### src/rtl/int_accum_unit_pkg.sv
// Shared types for the integer accumulator stage: handshake tokens, opcode layout, FSM encoding.
// Widths here fix the token layout seen by neighbouring data-flow elements.
package int_accum_unit_pkg;

    localparam int FTK_WIDTH_DATA    = 32;
    localparam int FTK_WIDTH_ID      = 8;
    localparam int WIDTH_ACC_DEFAULT = 48;
    localparam int WIDTH_CNT_DEFAULT = 16;

    typedef struct packed {
        logic                      v;
        logic                      a;
        logic                      r;
        logic                      c;
        logic [FTK_WIDTH_ID-1:0]   i;
        logic [FTK_WIDTH_DATA-1:0] d;
    } FTk_t;

    typedef struct packed {
        logic n;
        logic t;
        logic v;
        logic c;
    } BTk_t;

    // Bit 0 is the LSB of I_Opcode.
    typedef struct packed {
        logic rsvd;
        logic fwd_c;
        logic sat;
        logic sgn;
    } opcode_acc_t;

    typedef enum logic [1:0] {
        ACC_IDLE  = 2'd0,
        ACC_ATTR  = 2'd1,
        ACC_ACCUM = 2'd2,
        ACC_EMIT  = 2'd3
    } acc_state_t;

endpackage

### src/rtl/int_accum_unit_saturate.sv
// Combinational clamp of the wide accumulator onto the result width.
// The clamp acts on the already-wrapped accumulator value.
module acc_saturate
    import int_accum_unit_pkg::*;
#(
    parameter int WIDTH_ACC  = WIDTH_ACC_DEFAULT,
    parameter int WIDTH_DATA = FTK_WIDTH_DATA
) (
    input  logic [WIDTH_ACC-1:0]  acc_in,
    input  logic                  sgn,
    input  logic                  sat,
    output logic [WIDTH_DATA-1:0] res_out
);

    localparam logic [WIDTH_DATA-1:0] S_MAX = {1'b0, {(WIDTH_DATA-1){1'b1}}};
    localparam logic [WIDTH_DATA-1:0] S_MIN = {1'b1, {(WIDTH_DATA-1){1'b0}}};
    localparam logic [WIDTH_DATA-1:0] U_MAX = '1;

    // Signed value fits only if the sign bit of the result and everything above it agree.
    logic [WIDTH_ACC-WIDTH_DATA:0]   top_s;
    logic [WIDTH_ACC-WIDTH_DATA-1:0] top_u;
    logic                            ovf_s;
    logic                            ovf_u;

    assign top_s = acc_in[WIDTH_ACC-1:WIDTH_DATA-1];
    assign top_u = acc_in[WIDTH_ACC-1:WIDTH_DATA];
    assign ovf_s = ~(&top_s) & (|top_s);
    assign ovf_u = |top_u;

    always_comb begin
        res_out = acc_in[WIDTH_DATA-1:0];
        if (sat) begin
            if (sgn) begin
                if (ovf_s) begin
                    res_out = acc_in[WIDTH_ACC-1] ? S_MIN : S_MAX;
                end
            end else if (ovf_u) begin
                res_out = U_MAX;
            end
        end
    end

endmodule

### src/rtl/int_accum_unit.sv
// Integer accumulator downstream of the multiplier: sums a run of product tokens
// and emits one (optionally saturated) result token per run.
//
// state     | meaning
// ----------+----------------------------------------------------------
// ST_IDLE   | disabled, input ignored, no stall to upstream
// ST_ATTR   | waiting for the attribute word that opens a run (discarded)
// ST_ACCUM  | summing accepted products until .r or the programmed count
// ST_EMIT   | result token valid, upstream stalled until consumer takes it
module int_accum_unit
    import int_accum_unit_pkg::*;
#(
    parameter int WIDTH_DATA = FTK_WIDTH_DATA,
    parameter int WIDTH_ACC  = WIDTH_ACC_DEFAULT,
    parameter int WIDTH_CNT  = WIDTH_CNT_DEFAULT
) (
    input  logic                 clock,
    input  logic                 reset,
    input  logic                 I_En,
    input  logic [3:0]           I_Opcode,
    input  logic [WIDTH_CNT-1:0] I_Length,
    input  FTk_t                 I_FTk,
    output BTk_t                 O_BTk,
    output FTk_t                 O_FTk,
    input  BTk_t                 I_BTk,
    output logic                 O_Busy
);

    localparam logic [1:0] ST_IDLE  = ACC_IDLE;
    localparam logic [1:0] ST_ATTR  = ACC_ATTR;
    localparam logic [1:0] ST_ACCUM = ACC_ACCUM;
    localparam logic [1:0] ST_EMIT  = ACC_EMIT;

    localparam logic [WIDTH_CNT-1:0] CNT_MAX = '1;

    opcode_acc_t op;

    logic [1:0]            state_q, state_d;
    logic [WIDTH_ACC-1:0]  acc_q, acc_d;
    logic [WIDTH_CNT-1:0]  cnt_q, cnt_d;
    FTk_t                  out_q, out_d;

    logic                  bwd_n;
    logic                  accept;
    logic [WIDTH_DATA-1:0] data_in;
    logic [WIDTH_ACC-1:0]  data_ext;
    logic [WIDTH_ACC-1:0]  acc_sum;
    logic [WIDTH_CNT-1:0]  cnt_inc;
    logic                  len_hit;
    logic                  close_run;
    logic [WIDTH_DATA-1:0] sat_res;
    logic                  unused_bits;

    assign op = opcode_acc_t'(I_Opcode);

    always_comb begin
        bwd_n = 1'b0;
        case (state_q)
            ST_EMIT:           bwd_n = 1'b1;
            ST_ATTR, ST_ACCUM: bwd_n = I_BTk.n;
            default:           bwd_n = 1'b0;
        endcase
    end

    assign accept = I_FTk.v & ~bwd_n;

    assign data_in  = I_FTk.d[WIDTH_DATA-1:0];
    assign data_ext = {{(WIDTH_ACC-WIDTH_DATA){op.sgn & data_in[WIDTH_DATA-1]}}, data_in};
    assign acc_sum  = acc_q + data_ext;

    // Counter sticks at all-ones; with I_Length=0 the run can only close on .r.
    assign cnt_inc   = (cnt_q == CNT_MAX) ? cnt_q : cnt_q + WIDTH_CNT'(1);
    assign len_hit   = (I_Length != '0) && ((cnt_q + WIDTH_CNT'(1)) == I_Length);
    assign close_run = I_FTk.r | len_hit;

    acc_saturate #(
        .WIDTH_ACC  (WIDTH_ACC),
        .WIDTH_DATA (WIDTH_DATA)
    ) u_sat (
        .acc_in  (acc_sum),
        .sgn     (op.sgn),
        .sat     (op.sat),
        .res_out (sat_res)
    );

    always_comb begin
        state_d = state_q;
        acc_d   = acc_q;
        cnt_d   = cnt_q;
        out_d   = out_q;
        case (state_q)
            ST_IDLE: begin
                if (I_En) begin
                    state_d = ST_ATTR;
                end
            end
            ST_ATTR: begin
                if (!I_En) begin
                    state_d = ST_IDLE;
                    acc_d   = '0;
                    cnt_d   = '0;
                end else if (accept) begin
                    state_d = ST_ACCUM;
                end
            end
            ST_ACCUM: begin
                if (!I_En) begin
                    state_d = ST_IDLE;
                    acc_d   = '0;
                    cnt_d   = '0;
                end else if (accept) begin
                    acc_d = acc_sum;
                    cnt_d = cnt_inc;
                    if (close_run) begin
                        state_d = ST_EMIT;
                        out_d.v = 1'b0;
                        out_d.a = op.sgn & sat_res[WIDTH_DATA-1];
                        out_d.r = 1'b1;
                        out_d.c = op.fwd_c & I_FTk.c;
                        out_d.i = I_FTk.i;
                        out_d.d = FTK_WIDTH_DATA'(sat_res);
                    end
                end
            end
            ST_EMIT: begin
                // A pending result is always delivered, even if I_En has dropped.
                if (!I_BTk.n) begin
                    acc_d   = '0;
                    cnt_d   = '0;
                    state_d = I_En ? ST_ACCUM : ST_IDLE;
                end
            end
            default: begin
                state_d = ST_IDLE;
                acc_d   = '0;
                cnt_d   = '0;
            end
        endcase
    end

    always_ff @(posedge clock or posedge reset) begin
        if (reset) begin
            state_q <= ST_IDLE;
            acc_q   <= '0;
            cnt_q   <= '0;
            out_q   <= '0;
        end else begin
            state_q <= state_d;
            acc_q   <= acc_d;
            cnt_q   <= cnt_d;
            out_q   <= out_d;
        end
    end

    assign O_BTk = '{n: bwd_n, t: I_BTk.t, v: I_BTk.v, c: I_BTk.c};

    assign O_FTk = '{v: (state_q == ST_EMIT), a: out_q.a, r: out_q.r,
                     c: out_q.c, i: out_q.i, d: out_q.d};

    assign O_Busy = (state_q != ST_IDLE);

    assign unused_bits = ^{out_q.v, op.rsvd, I_FTk.a};

endmodule

### config.mk
export PLATFORM = sky130hd
export DESIGN_NAME = int_accum_unit
export DESIGN_NICKNAME = d
export VERILOG_FILES = /design/src/rtl/int_accum_unit_pkg.sv /design/src/rtl/int_accum_unit_saturate.sv /design/src/rtl/int_accum_unit.sv
export SDC_FILE = /design/constraint.sdc
export NUM_CORES = 1
export LEC_CHECK = 0
export BUFFER_PORTS_ARGS = -buffer_cell sky130_fd_sc_hd__buf_4
export CELL_PAD_IN_SITES_DETAIL_PLACEMENT = 1
export CELL_PAD_IN_SITES_GLOBAL_PLACEMENT = 1
export CORE_MARGIN = 5
export CORE_UTILIZATION = 45
export CTS_BUF_LIST = sky130_fd_sc_hd__clkbuf_4
export DETAILED_ROUTE_END_ITERATION = 6
export PLACE_DENSITY = 0.78
export SLEW_MARGIN = 10
export SYNTH_ARGS = -nofsm -noshare
export SYNTH_HDL_FRONTEND = slang
export SYNTH_HIERARCHICAL = 1
export SYNTH_SLANG_ARGS = --single-unit
### constraint.sdc
create_clock -name clock -period 7.3 [get_ports clock]
set_clock_uncertainty 0.1 [all_clocks]
set_input_delay 2.19 -clock clock [delete_from_list [all_inputs] [get_ports clock]]
set_output_delay 2.19 -clock clock [all_outputs]
set_load 0.02 [all_outputs]
# [After elaboration in Yosys (flattened, before gate mapping)]
# Cells that the tools add are included.
[classes] n_eq_ne=12 n_reduce_logical=13 mux=26 n_bitwise=8 add_sub_neg=2
[op_table] cell="2-to-1 mux 48 bit" n=4
[op_table] cell="2-to-1 mux 32 bit" n=5
[op_table] cell="one-hot mux 48 bit (3 select lines)" n=1
[op_table] cell="2-to-1 mux 16 bit" n=5
[op_table] cell="adder 48 bit" n=1
[op_table] cell="one-hot mux 16 bit (3 select lines)" n=1
[op_table] cell="AND reduction 17 bit" n=1
[op_table] cell="OR reduction 17 bit" n=1
[op_table] cell="adder 16 x 1 -> 16 bit, second input constant" n=1
[op_table] cell="equality test 16 bit" n=1
[op_table] cell="equality test 16 bit, second input constant" n=1
[op_table] cell="2-to-1 mux 2 bit" n=8
[op_table] cell="nonzero test 16 bit" n=1
[op_table] cell="OR reduction 16 bit" n=1
[op_table] cell="!= test 3 bit, second input constant" n=4
[op_table] cell="AND reduction 5 bit" n=2
[op_table] cell="one-hot mux 2 bit (4 select lines)" n=1
[op_table] cell="AND reduction 4 bit" n=2
[op_table] cell="!= test 2 bit, second input constant" n=3
[op_table] cell="bitwise AND 1 bit" n=5
[op_table] cell="equality test 2 bit, second input constant" n=2
[op_table] cell="nonzero test 3 bit" n=1
[op_table] cell="equality test 2 x 1 -> 1 bit, second input constant" n=1
[op_table] cell="logical NOT 2 bit" n=1
[op_table] cell="6 further kinds" n=7
[word_totals] word_cells=69 reg_bits=109

# [Logic depth before layout (Yosys ltp)]
# Gate-level depths: netlist (run 1).
[logic_depth] ltp_word=9 depth_mapped=21

# [By module]
# Netlist (run 1), hierarchy kept.
[modules_own_cells] mod="int_accum_unit" cells_each=826 seq_area_each_um2=2727.6 area_per_inst_um2=7728.7 instances=1
[modules_own_cells] mod="acc_saturate" cells_each=58 seq_area_each_um2=0.0 area_per_inst_um2=461.7 instances=1

# [Worst setup path after synthesis (run 1)]
# OpenSTA, ideal clock, no wires.
[synth_timing] kind="input-to-reg" startpoint="input port I_FTk[31] (netlist bit)" endpoint="register out_q (netlist bit O_FTk[0])" path_stages=20 arrival_ns=6.174 slack_ns=0.898 path_buffers=2 setup_time_ns=0.127 required_time_ns=7.073 cell_sequence="nand2_1 clkinv_1 ha_1 clkbuf_1 a21oi_1 o21bai_1 a21o_1 a21o_1 a221o_1 nor3_1 o2111ai_1 a21o_1 and2_1 nor4_1 nand4_1 o2bb2ai_2 o32ai_2 buf_6 a21o_1 mux2_1"
[synth_via] elab_chain_len=8
[synth_lines] item="from (decl)" line_no="int_accum_unit.sv:22" rtl="input FTk_t I_FTk,"
[synth_lines] item="bitwise AND 1 bit" line_no="int_accum_unit.sv:68" rtl="assign data_ext = {{(WIDTH_ACC-WIDTH_DATA){op.sgn & data_in[WIDTH_DATA-1]}}, data_in};"
[synth_lines] item="adder 48 bit (*)" line_no="int_accum_unit.sv:69" rtl="assign acc_sum = acc_q + data_ext;"
[synth_lines] item="named net acc_sum[45]" line_no="int_accum_unit.sv:47" rtl="logic [WIDTH_ACC-1:0] acc_sum;"
[synth_lines] item="AND reduction 17 bit" line_no="int_accum_unit_saturate.sv:27" rtl="assign ovf_s = ~(&top_s) & (|top_s);"
[synth_lines] item="inverter 1 bit" line_no="int_accum_unit_saturate.sv:27"
[synth_lines] item="bitwise AND 1 bit" line_no="int_accum_unit_saturate.sv:27"
[synth_lines] item="2-to-1 mux 32 bit" line_no="int_accum_unit_saturate.sv:34" rtl="if (ovf_s) begin"
[synth_lines] item="2-to-1 mux 32 bit (*)" line_no="int_accum_unit_saturate.sv:33" rtl="if (sgn) begin"
[synth_lines] item="2-to-1 mux 32 bit (*)" line_no="int_accum_unit_saturate.sv:32" rtl="if (sat) begin"
[synth_lines] item="named net sat_res[0]" line_no="int_accum_unit.sv:51" rtl="logic [WIDTH_DATA-1:0] sat_res;"
[synth_lines] item="to (signal assigned)" line_no="int_accum_unit.sv:151" rtl="out_q <= out_d;"
[synth_lines] item="to (decl)" line_no="int_accum_unit.sv:41" rtl="FTk_t out_q, out_d;"
# Mark *: on every way through the listed nets, which the timed path passes. The rest lies on a longest branch.
# A chain may end at the register's enable or synchronous reset.

# [Worst setup path in the final report (run 1)]
[layout_timing] startpoint="input port I_Opcode[0]" endpoint="register out_q (netlist bit O_FTk[30])"
[layout_via] elab_chain_len=8
[layout_lines] item="from (decl)" line_no="int_accum_unit.sv:20" rtl="input logic [3:0] I_Opcode,"
[layout_lines] item="bitwise AND 1 bit (*)" line_no="int_accum_unit.sv:68"
[layout_lines] item="adder 48 bit (*)" line_no="int_accum_unit.sv:69"
[layout_lines] item="named net acc_sum[45]" line_no="int_accum_unit.sv:47"
[layout_lines] item="AND reduction 17 bit" line_no="int_accum_unit_saturate.sv:27"
[layout_lines] item="inverter 1 bit" line_no="int_accum_unit_saturate.sv:27"
[layout_lines] item="bitwise AND 1 bit" line_no="int_accum_unit_saturate.sv:27"
[layout_lines] item="2-to-1 mux 32 bit" line_no="int_accum_unit_saturate.sv:34"
[layout_lines] item="2-to-1 mux 32 bit (*)" line_no="int_accum_unit_saturate.sv:33"
[layout_lines] item="2-to-1 mux 32 bit (*)" line_no="int_accum_unit_saturate.sv:32"
[layout_lines] item="named net sat_res[30]" line_no="int_accum_unit.sv:51"
# Marked as above.

==> reports/metrics.yaml, run 1 <==
run_status: "finished, final reports clean"
die_width_um: 145
stdcell_count: 1201
viasPerCell: 6.00
period_share_pct: 88.5
met1_usage_pct: 30.1
min_path_type: "reg2reg"
rsz0062_at_grt: "false"
synth-async-reset-ratio_pct: 100
power_density_nw_per_um2: 223
cts_tree: "done"
cp_common_cell: "buf_4"
setup_violations: 0
drtPass1Iterations: 5
grt_util_met2_pct: 37.5
maxCapViolCount: 0
grt_pass1_vias: 7667
final.setup.tns_ns: 0
worst_slew_pin_slew_ns: 1.13
critPathCaptureType: "flip-flop"
drtIter0Drc: 331
cpPeakStageDelay_ns: 0.37
met3_usage_pct: 3.68
fp-row-count: 49
nets: 1091
yosys_warnings: 6
ir_drop_mv: 0.154
ys_types: 69
yosysTopAreaCellShare_pct: 33.3
synth.area.top_cells: "dfrtp_1, ha_1, a21o_1"
h-tree-depth: 3
overflow: 0
routed-via-count: 7201
synth_area_per_cell_um2: 9.27
start_util_pct: 45.6
cts_resized: 0
grt_pass1_wl_um: 39600
fin_hold_ws_ns: 0.406
antenna_found_initial: 1
leakagePower_nw: 4.69
cts-root-buf: "clkbuf_4"
synth_fp_nets: 1009
slowest_stage: "ha_1"
startpoint_type: "input port"
cts_hold_repair.buffers: 0
yosysTopAreaCell: "dfrtp_1"
fin_crit_ns: 6.46
clock_latency_ns: 0.53
grt_max_degree: 63
dieArea_um2: 21000
gr-usage-all-layers_pct: 22.2
criticalPathCategory: "in2reg"
yosysMostFrequentCell: "dfrtp_1"
cp.required_ns: 7.61
dpl.hpwl_um: 17600
die_h_um: 145
synth_ff_type: "dfrtp_1"
cp_max_fo: 31
synth_edf_count: 0
antenna_left: 0
clk_path_buf_depth: 2
synth_seq_area_share_pct: 33.3
wl_um: 23800
core_um2: 18000
ys_ff_latch: 109
clkSinkCount: 109
syn-cell-area_um2: 8190
gp_congestion: 0.876
drcViolationCount: 0
cp.arrival_ns: 6.77
drive_gt1_share_pct: 16.4
numPortBuffers: 111
synth_cells: 884
ioPinCount: 120
post_cts_buffers: 0
busiest_layer: "met2"
synthToLayoutAreaGrowth_pct: 13.6
place_inst: 1184
final-max-slew-violation-count: 0
relSlewSlack_pct: 24.2
synth_common_cells: "dfrtp_1, a21o_1, nand2_1, a21oi_1, ha_1"
fmax_mhz: 155
final-hold-violation-count: 0
clk_pin_slew_ns: 0.20
cts_buffers: 9
post_drt_wl_per_cell_um: 19.8
path_cells: "buf_4 > nand2_1 > clkinv_1 > buf_4 > ha_1 > a21oi_1 > nor2b_1 > o21ai_0 > nand2b_1 > a221o_1 > nor3_1 > o2111ai_1 > a21o_1 > and2_1 > nor4_1 > nand4_1 > o2bb2ai_2 > o32ai_4 > buf_4 > a21o_2 > mux2_1"
-- where the power goes --
| group | switching, mW | total, mW | leakage (nW) | internal (mW) |
|---|---|---|---|---|
| registers | 0.0696 | 0.797 | 1.48 | 0.728 |
| clock network | 0.243 | 0.355 | 0.0818 | 0.112 |
| logic | 0.546 | 0.924 | 3.13 | 0.379 |
-- stage by stage --
stage	setup slack [ns]	total power, mW	instance area (um2)	util, %
after floorplan	0.898	1.39	8190	-
after global placement	0.436	1.71	9140	50.9
after detailed placement	0.314	1.74	9140	50.9
after CTS	0.879	2.10	9300	51.8
after global routing	0.539	2.21	9300	51.8
final	0.838	2.08	9300	51.8
-- cell usage in the layout, fill, tap and decap left out, types with 8 or more instances in the layout --
master | synthesis | routed
a21o_1 | 67 | 67
a21oi_1 | 55 | 55
a22o_1 | 41 | 41
a31oi_1 | 10 | 10
and2_1 | 8 | 8
and3_1 | 13 | 13
buf_4 | 4 | 121
clkbuf_4 | 0 | 9
dfrtp_1 | 109 | 109
ha_1 | 53 | 53
inv_1 | 28 | 27
mux2_1 | 37 | 37
nand2_1 | 56 | 56
nand3_1 | 31 | 31
nand4_1 | 17 | 17
nor2_1 | 42 | 42
nor4_1 | 12 | 12
o21ai_0 | 52 | 52
o31ai_1 | 10 | 10
or3_1 | 9 | 9
xnor2_1 | 37 | 37
xor2_1 | 30 | 30
-- critical path: cells and delay by family --
family	cells	cell delay, ns
adder cells (fa/ha/maj)	1	0.37
AND/OR/NAND/NOR	7	1.28
buffers and inverters	4	0.97
AO/OA/AOI/OAI	8	1.66
multiplexers	1	0.31
-- worst paths after layout --
| kind | end | slack (ns) | start | depth (start not counted) |
|---|---|---|---|---|
| max reg2reg | O_FTk[30]$_DFFE_PP0P_ | 2.37 | acc_q[0]$_DFFE_PP0P_ | 18 |
| max in group asynchronous | O_FTk[34]$_DFFE_PP0P_ | 4.23 | reset | 3 |
| min in group asynchronous | cnt_q[7]$_DFFE_PP0P_ | 1.63 | reset | 2 |
| min | O_FTk[41]$_DFFE_PP0P_ | 0.41 | O_FTk[41]$_DFFE_PP0P_ | 1 |
| max | O_FTk[30]$_DFFE_PP0P_ | 0.84 | I_Opcode[0] | 21 |
| min reg2reg | O_FTk[41]$_DFFE_PP0P_ | 0.41 | O_FTk[41]$_DFFE_PP0P_ | 1 |
-- cell type report --
cell class,instances,area (um2)
diodes,1,2.50
clock buffers,9,67.6
clock inverters,7,91.3
fillers,2115,8660
inverters,29,111
multi-input cells,694,5070
flip-flops and latches,109,2730
well taps,229,287
repair buffers,123,948
-- layer usage --
metal / vias to the layer above / share of wire [%]
met4: 0 / 0.88
met5: - / 0
li1: 3467 / -
met3: 13 / 3.9
met1: 3600 / 47
met2: 121 / 48
-- cells by family (layout without fill, tap and decap cells) --
family,Yosys count,in the layout,synth area share [%]
compound gates,299,299,25.4
other cells,0,1,0
simple gates,230,230,14.7
fa+ha+maj,54,54,8.34
xor+xnor,67,67,7.16
buf+inv,81,168,5.04
mux,44,44,5.99
flops,109,109,33.3
-- state kept, by name (all words and copies together) (netlist names) --
name     cells
cnt_q       16
acc_q       48
state_q      2
O_FTk       43
No activity file was read; power rests on OpenSTA's default activity.
==> inputs of run 2 (changes only) <==
--- a/config.mk
+++ b/config.mk
@@ -5,6 +5,7 @@
 export SDC_FILE = /design/constraint.sdc
 export NUM_CORES = 1
 export LEC_CHECK = 0
+export ABC_AREA = 1
 export BUFFER_PORTS_ARGS = -buffer_cell sky130_fd_sc_hd__buf_4
 export CELL_PAD_IN_SITES_DETAIL_PLACEMENT = 1
 export CELL_PAD_IN_SITES_GLOBAL_PLACEMENT = 1
@@ -12,7 +13,7 @@
 export CORE_UTILIZATION = 45
 export CTS_BUF_LIST = sky130_fd_sc_hd__clkbuf_4
 export DETAILED_ROUTE_END_ITERATION = 6
-export PLACE_DENSITY = 0.78
+export PLACE_DENSITY = 0.83
 export SLEW_MARGIN = 10
 export SYNTH_ARGS = -nofsm -noshare
 export SYNTH_HDL_FRONTEND = slang
==> run 2 against run 1 <==
Compared with the run above: flip-flop and latch count stayed put; core utilization is 0.49 points lower; critical endpoint is now O_FTk[9]$_DFFE_PP0P_; count of clock-buffer cells in the layout stayed put; synthesized area is 14% higher; maximum frequency is 8.8% higher; highest routed layer unchanged; register-to-register slack better by 0.59 ns; synthesized cell count is 65% higher; first-iteration DRC count is 17% higher; largest power group unchanged.
==> reports/metrics.yaml, run 2 <==
routed-via-count: 9697
clk_pin_slew_ns: 0.18
final_cell_mix: "nand2_1, inv_1, nand3_1"
wl_um: 29300
post_cts_buffers: 0
yosysMostFrequentCell: "nand2_1"
ys_types: 43
clock_latency_ns: 0.52
final_area_um2: 10400
clkSinkCount: 109
yosysTopAreaCellShare_pct: 29.2
maxCapViolCount: 0
cts_resized: 0
synth_seq_area_share_pct: 29.2
synthToLayoutAreaGrowth_pct: 11.6
dp_slack_ns: 0.838
drcViolationCount: 0
top_register: "acc_q"
finalCoreUtilization_pct: 51.3
critPathCaptureType: "flip-flop"
fmax_mhz: 168
synth_adder_area_share_pct: 7.30
post_drt_wl_per_cell_um: 16.1
die_width_um: 154
synth_xor_area_share_pct: 2.53
postPlaceCellArea_um2: 10300
core_um2: 20400
drive_gt1_share_pct: 10.8
final-max-slew-violation-count: 0
fin_crit_ns: 5.94
rsz0062_at_grt: "false"
drtIter0Drc: 388
start_util_pct: 45.9
muxShareOfSynthArea_pct: 0.107
synth-async-reset-ratio_pct: 100
mostFrequentLayoutCell: "nand2_1"
run_status: "finished, final reports clean"
numPortBuffers: 111
setup_ws_ns: 1.36
overflow: 0
synth_cells: 1459
synth.area.top_cells: "dfrtp_1, nand2_1, inv_1"
final.setup.tns_ns: 0
worst_slew_pin_slew_ns: 0.948
cp.required_ns: 7.65
dieArea_um2: 23800
cp_max_fo: 31
synth-simple-area-share_pct: 38.8
synth_common_cells: "nand2_1, inv_1, nand3_1, dfrtp_1, nor2_1"
cts_tree: "done"
synth_area_per_cell_um2: 6.41
fillerInstances: 2866
ir_drop_mv: 0.117
antenna_found_initial: 1
stdcell_count: 1820
setup_violations: 0
synth_fp_nets: 1584
syn-cell-area_um2: 9360
final-hold-violation-count: 0
cts_buffers: 9
die_h_um: 154
cts_hold_repair.buffers: 0
grt_pass1_vias: 10000
fp-row-count: 52
cts-root-buf: "clkbuf_4"
power_density_nw_per_um2: 195
gr-usage-all-layers_pct: 24.7
largest_reg_flops: 48
clk_path_buf_depth: 2
h-tree-depth: 3
ys_ff_latch: 109
dpl.hpwl_um: 23400
synth-compound-area-share_pct: 10.8
synth_top_family_by_area: "simple AND/OR/NAND/NOR gates"
nets: 1669
antenna_left: 0
viasPerCell: 5.33
startpoint_type: "input port"
yosysTopAreaCell: "dfrtp_1"
gp_congestion: 0.921
synth_edf_count: 0
synth_ff_type: "dfrtp_1"
cp.arrival_ns: 6.29
relSlewSlack_pct: 36.8
place_inst: 1803
criticalPathCategory: "in2reg"
period_share_pct: 81.4
min_path_type: "reg2reg"
leakagePower_nw: 5.68
drtPass1Iterations: 5
ioPinCount: 120
grt_max_degree: 73
yosys_warnings: 6
grt_pass1_wl_um: 49000
==> run 2: cell count changes in the layout (fill, tap and decap cells not counted), sizes merged, moves of 9 or more <==
cell and delta:
o22ai +11, a22o -27, and2 +13, a21o -65
or3 -9, nand2 +478, xnor2 -34, nand3 +115
inv +167, nor3 +12, mux2 -40, o31ai -10
and3 -12, nor2 +64
==> run 2: cell type report <==
type | instances | area, um2 | area share, %
clock inverter | 7 | 97.6 | 0.934
clock buffer | 9 | 67.6 | 0.647
timing repair buffer | 118 | 886 | 8.48
antenna | 1 | 2.50 | 0.0240
multi-input combinational | 1109 | 5580 | 53.5
tap | 270 | 338 | 3.23
sequential | 109 | 2730 | 26.1
inverter | 197 | 742 | 7.10
==> run 2: power by group <==
group / leakage [nW] / internal [mW] / switching, mW
clock network: 0.0894 / 0.141 / 0.235
logic: 4.11 / 0.313 / 0.571
registers: 1.49 / 0.711 / 0.0664
==> run 2: cell families (layout without fill, tap and decap cells) <==
family	after synthesis	after routing
compound gates	168	168
xor+xnor	27	27
fa+ha+maj	54	54
buf+inv	241	331
flops	109	109
mux	1	1
other cells	0	1
simple gates	859	859
==> run 2: per-stage QoR <==
step                      power (mW)  hold WS, ns
after floorplan                 1.34        0.353
after global placement          1.64        0.352
after detailed placement        1.68        0.356
after CTS                       2.06        0.398
after global routing            2.18        0.429
final                           2.04        0.390
==> run 2: critical path, stage by stage <==
cell and delay, ns:
buf_4 0.13, nand2_1 0.12, inv_1 0.48, ha_1 0.40
inv_1 0.10, o21ai_0 0.14, o21bai_1 0.22, a21oi_1 0.31
nor2_1 0.07, a211oi_1 0.32, nand2_1 0.10, nand2_1 0.08
and2_1 0.21, nand2_1 0.07, nor2_1 0.11, nand2_1 0.08
nor2_1 0.09, nand2_1 0.07, nand2_2 0.45, nand2_1 0.12
nand3_1 0.11, nand2_1 0.06, inv_1 0.05, nand3_1 0.07
nand2_1 0.09
==> run 2: layer usage <==
layer,share of wire [%],GRT usage (%)
met5,0,0
met4,1.9,6.10
met3,3.4,2.93
met2,48,43.1
met1,47,32.8
==> run 2: path summary, 6_finish.rpt <==
path | slack, ns | end | startpoint | cells after the start
worst max-delay path | 1.36 | O_FTk[9]$_DFFE_PP0P_ | I_Opcode[0] | 25
worst min-delay path | 0.39 | O_FTk[41]$_DFFE_PP0P_ | O_FTk[41]$_DFFE_PP0P_ | 2
worst max register to register | 2.96 | O_FTk[9]$_DFFE_PP0P_ | acc_q[0]$_DFFE_PP0P_ | 25
worst min register to register | 0.39 | O_FTk[41]$_DFFE_PP0P_ | O_FTk[41]$_DFFE_PP0P_ | 2
max in group asynchronous | 4.24 | acc_q[16]$_DFFE_PP0P_ | reset | 3
min in group asynchronous | 1.77 | acc_q[22]$_DFFE_PP0P_ | reset | 2
==> inputs of run 3 (changes only) <==
--- a/config.mk
+++ b/config.mk
@@ -10,10 +10,10 @@
 export CELL_PAD_IN_SITES_DETAIL_PLACEMENT = 1
 export CELL_PAD_IN_SITES_GLOBAL_PLACEMENT = 1
 export CORE_MARGIN = 5
-export CORE_UTILIZATION = 45
+export CORE_UTILIZATION = 43
 export CTS_BUF_LIST = sky130_fd_sc_hd__clkbuf_4
 export DETAILED_ROUTE_END_ITERATION = 6
-export PLACE_DENSITY = 0.83
+export PLACE_DENSITY = 0.8
 export SLEW_MARGIN = 10
 export SYNTH_ARGS = -nofsm -noshare
 export SYNTH_HDL_FRONTEND = slang
==> constraint.sdc (replaced) <==
create_clock -name clock -period 5.6 [get_ports clock]
set_clock_uncertainty 0.1 [all_clocks]
set_input_delay 1.68 -clock clock [delete_from_list [all_inputs] [get_ports clock]]
set_output_delay 1.68 -clock clock [all_outputs]
set_load 0.02 [all_outputs]
==> run 3 against run 2 <==
Compared with the run above: flip-flop and latch count unchanged; non-clock buffer count up 12; worst hold slack improved by 0.010 ns; setup slack lost 0.72 ns; first-iteration DRC count is 12% higher; core utilization shrank 2.4 points; via count about the same; routed wire length rose by 1.6%; largest cell class unchanged; clock power rose by 14%; global-route usage fell by 0.52 points.
==> reports/metrics.yaml, run 3 (same netlist as run 2, synthesis figures left out) <==
relSlewSlack_pct: 39.2
dp_slack_ns: 0.129
start_util_pct: 43.3
top_register: "acc_q"
routed-via-count: 9698
cp.arrival_ns: 5.26
clock_latency_ns: 0.53
clk_path_buf_depth: 2
cp.required_ns: 5.91
critPathCaptureType: "flip-flop"
final_area_um2: 10600
ir_drop_mv: 0.0991
post_drt_wl_per_cell_um: 16.2
fp-row-count: 54
maxCapViolCount: 0
antenna_found_initial: 1
final-hold-violation-count: 0
drcViolationCount: 0
grt_max_degree: 60
setup_ws_ns: 0.643
fmax_mhz: 202
fin_crit_ns: 4.96
die_h_um: 158
final.setup.tns_ns: 0
grt_pass1_vias: 9878
drtIter0Drc: 435
fin_hold_ws_ns: 0.400
overflow: 0
worst_slew_pin_slew_ns: 0.910
core_um2: 21600
cp_max_fo: 31
drtPass1Iterations: 4
cts_buffers: 9
mostFrequentLayoutCell: "nand2_1"
min_path_type: "reg2reg"
grt_pass1_wl_um: 48800
gr-usage-all-layers_pct: 24.2
clk_pin_slew_ns: 0.21
clkSinkCount: 109
gp_congestion: 0.933
stdcell_count: 1842
wl_um: 29800
leakagePower_nw: 5.75
dpl.hpwl_um: 23900
fillerInstances: 3000
postPlaceCellArea_um2: 10400
post_cts_buffers: 0
criticalPathCategory: "in2reg"
final_cell_mix: "nand2_1, inv_1, nand3_1"
antenna_left: 0
setup_violations: 0
finalCoreUtilization_pct: 48.9
cts-root-buf: "clkbuf_4"
power_density_nw_per_um2: 247
hold_start: "O_FTk[8]$_DFFE_PP0P_"
rsz0062_at_grt: "false"
r2r-start: "acc_q[0]$_DFFE_PP0P_"
finalPower_mw: 2.61
cts_hold_repair.buffers: 0
setup.worst_path.start: "I_FTk[0]"
cts_tree: "done"
die_width_um: 158
h-tree-depth: 3
synthToLayoutAreaGrowth_pct: 13.0
drive_gt1_share_pct: 11.5
startpoint_type: "input port"
ioPinCount: 120
viasPerCell: 5.26
final-max-slew-violation-count: 0
numPortBuffers: 111
nets: 1681
cts_resized: 0
dieArea_um2: 24800
period_share_pct: 88.5
run_status: "finished, final reports clean"
largest_reg_flops: 48
place_inst: 1825
==> run 3: cell count changes in the layout (fill, tap and decap cells not counted) <==
cell | before | now
bufinv_16 | 2 | 0
clkinv_1 | 1 | 0
a31oi_2 | 1 | 0
buf_4 | 118 | 126
clkinv_4 | 2 | 0
inv_6 | 0 | 3
a31oi_1 | 12 | 13
buf_12 | 0 | 4
clkinv_8 | 0 | 2
==> run 3: cell type report <==
type | instances | area [um2] | area share, %
antenna | 1 | 2.50 | 0.0237
clock buffer | 9 | 67.6 | 0.639
timing repair buffer | 130 | 1030 | 9.71
inverter | 197 | 742 | 7.02
clock inverter | 7 | 75.1 | 0.710
sequential | 109 | 2730 | 25.8
tap | 280 | 350 | 3.31
multi-input combinational | 1109 | 5580 | 52.8
==> run 3: worst max-delay path, cell delays in order <==
cell,delay (ns)
buf_4,0.08
ha_1,0.16
inv_1,0.06
fa_1,0.40
o21ai_1,0.25
a21oi_1,0.17
o21ai_1,0.34
nand2_1,0.10
nand2_1,0.15
nand2_1,0.08
nand2_1,0.18
nand2_1,0.14
nand2_1,0.09
nand2_1,0.06
and2_1,0.15
nor2_1,0.14
nand2_1,0.09
nor3_1,0.16
nand3_1,0.10
nand2_1,0.12
buf_12,0.21
nand2_1,0.08
nand2_1,0.07
inv_1,0.04
nand3_1,0.06
nand2_1,0.07
==> run 3: where the power goes <==
| part | switching, mW | internal [mW] |
|---|---|---|
| Combinational | 0.746 | 0.420 |
| Sequential | 0.0851 | 0.927 |
| Clock | 0.322 | 0.106 |
| Total | 1.15 | 1.45 |
==> run 3: final timing paths <==
check                                         to  slack (ns)  cells after the start
min in group asynchronous  O_FTk[33]$_DFFE_PP0P_        1.15                      2
max                        O_FTk[25]$_DFFE_PP0P_        0.64                     26
max in group asynchronous   cnt_q[8]$_DFFE_PP0P_        3.31                      3
min reg2reg                 O_FTk[8]$_DFFE_PP0P_        0.40                      2
min                         O_FTk[8]$_DFFE_PP0P_        0.40                      2
max reg2reg                O_FTk[25]$_DFFE_PP0P_        1.45                     25
==> run 3: layer usage <==
metal  wire [um]  GRT usage, %
met2       14300          41.7
met1       14000          32.7
met5           0             0
met3        1040          2.58
met4         505          5.86
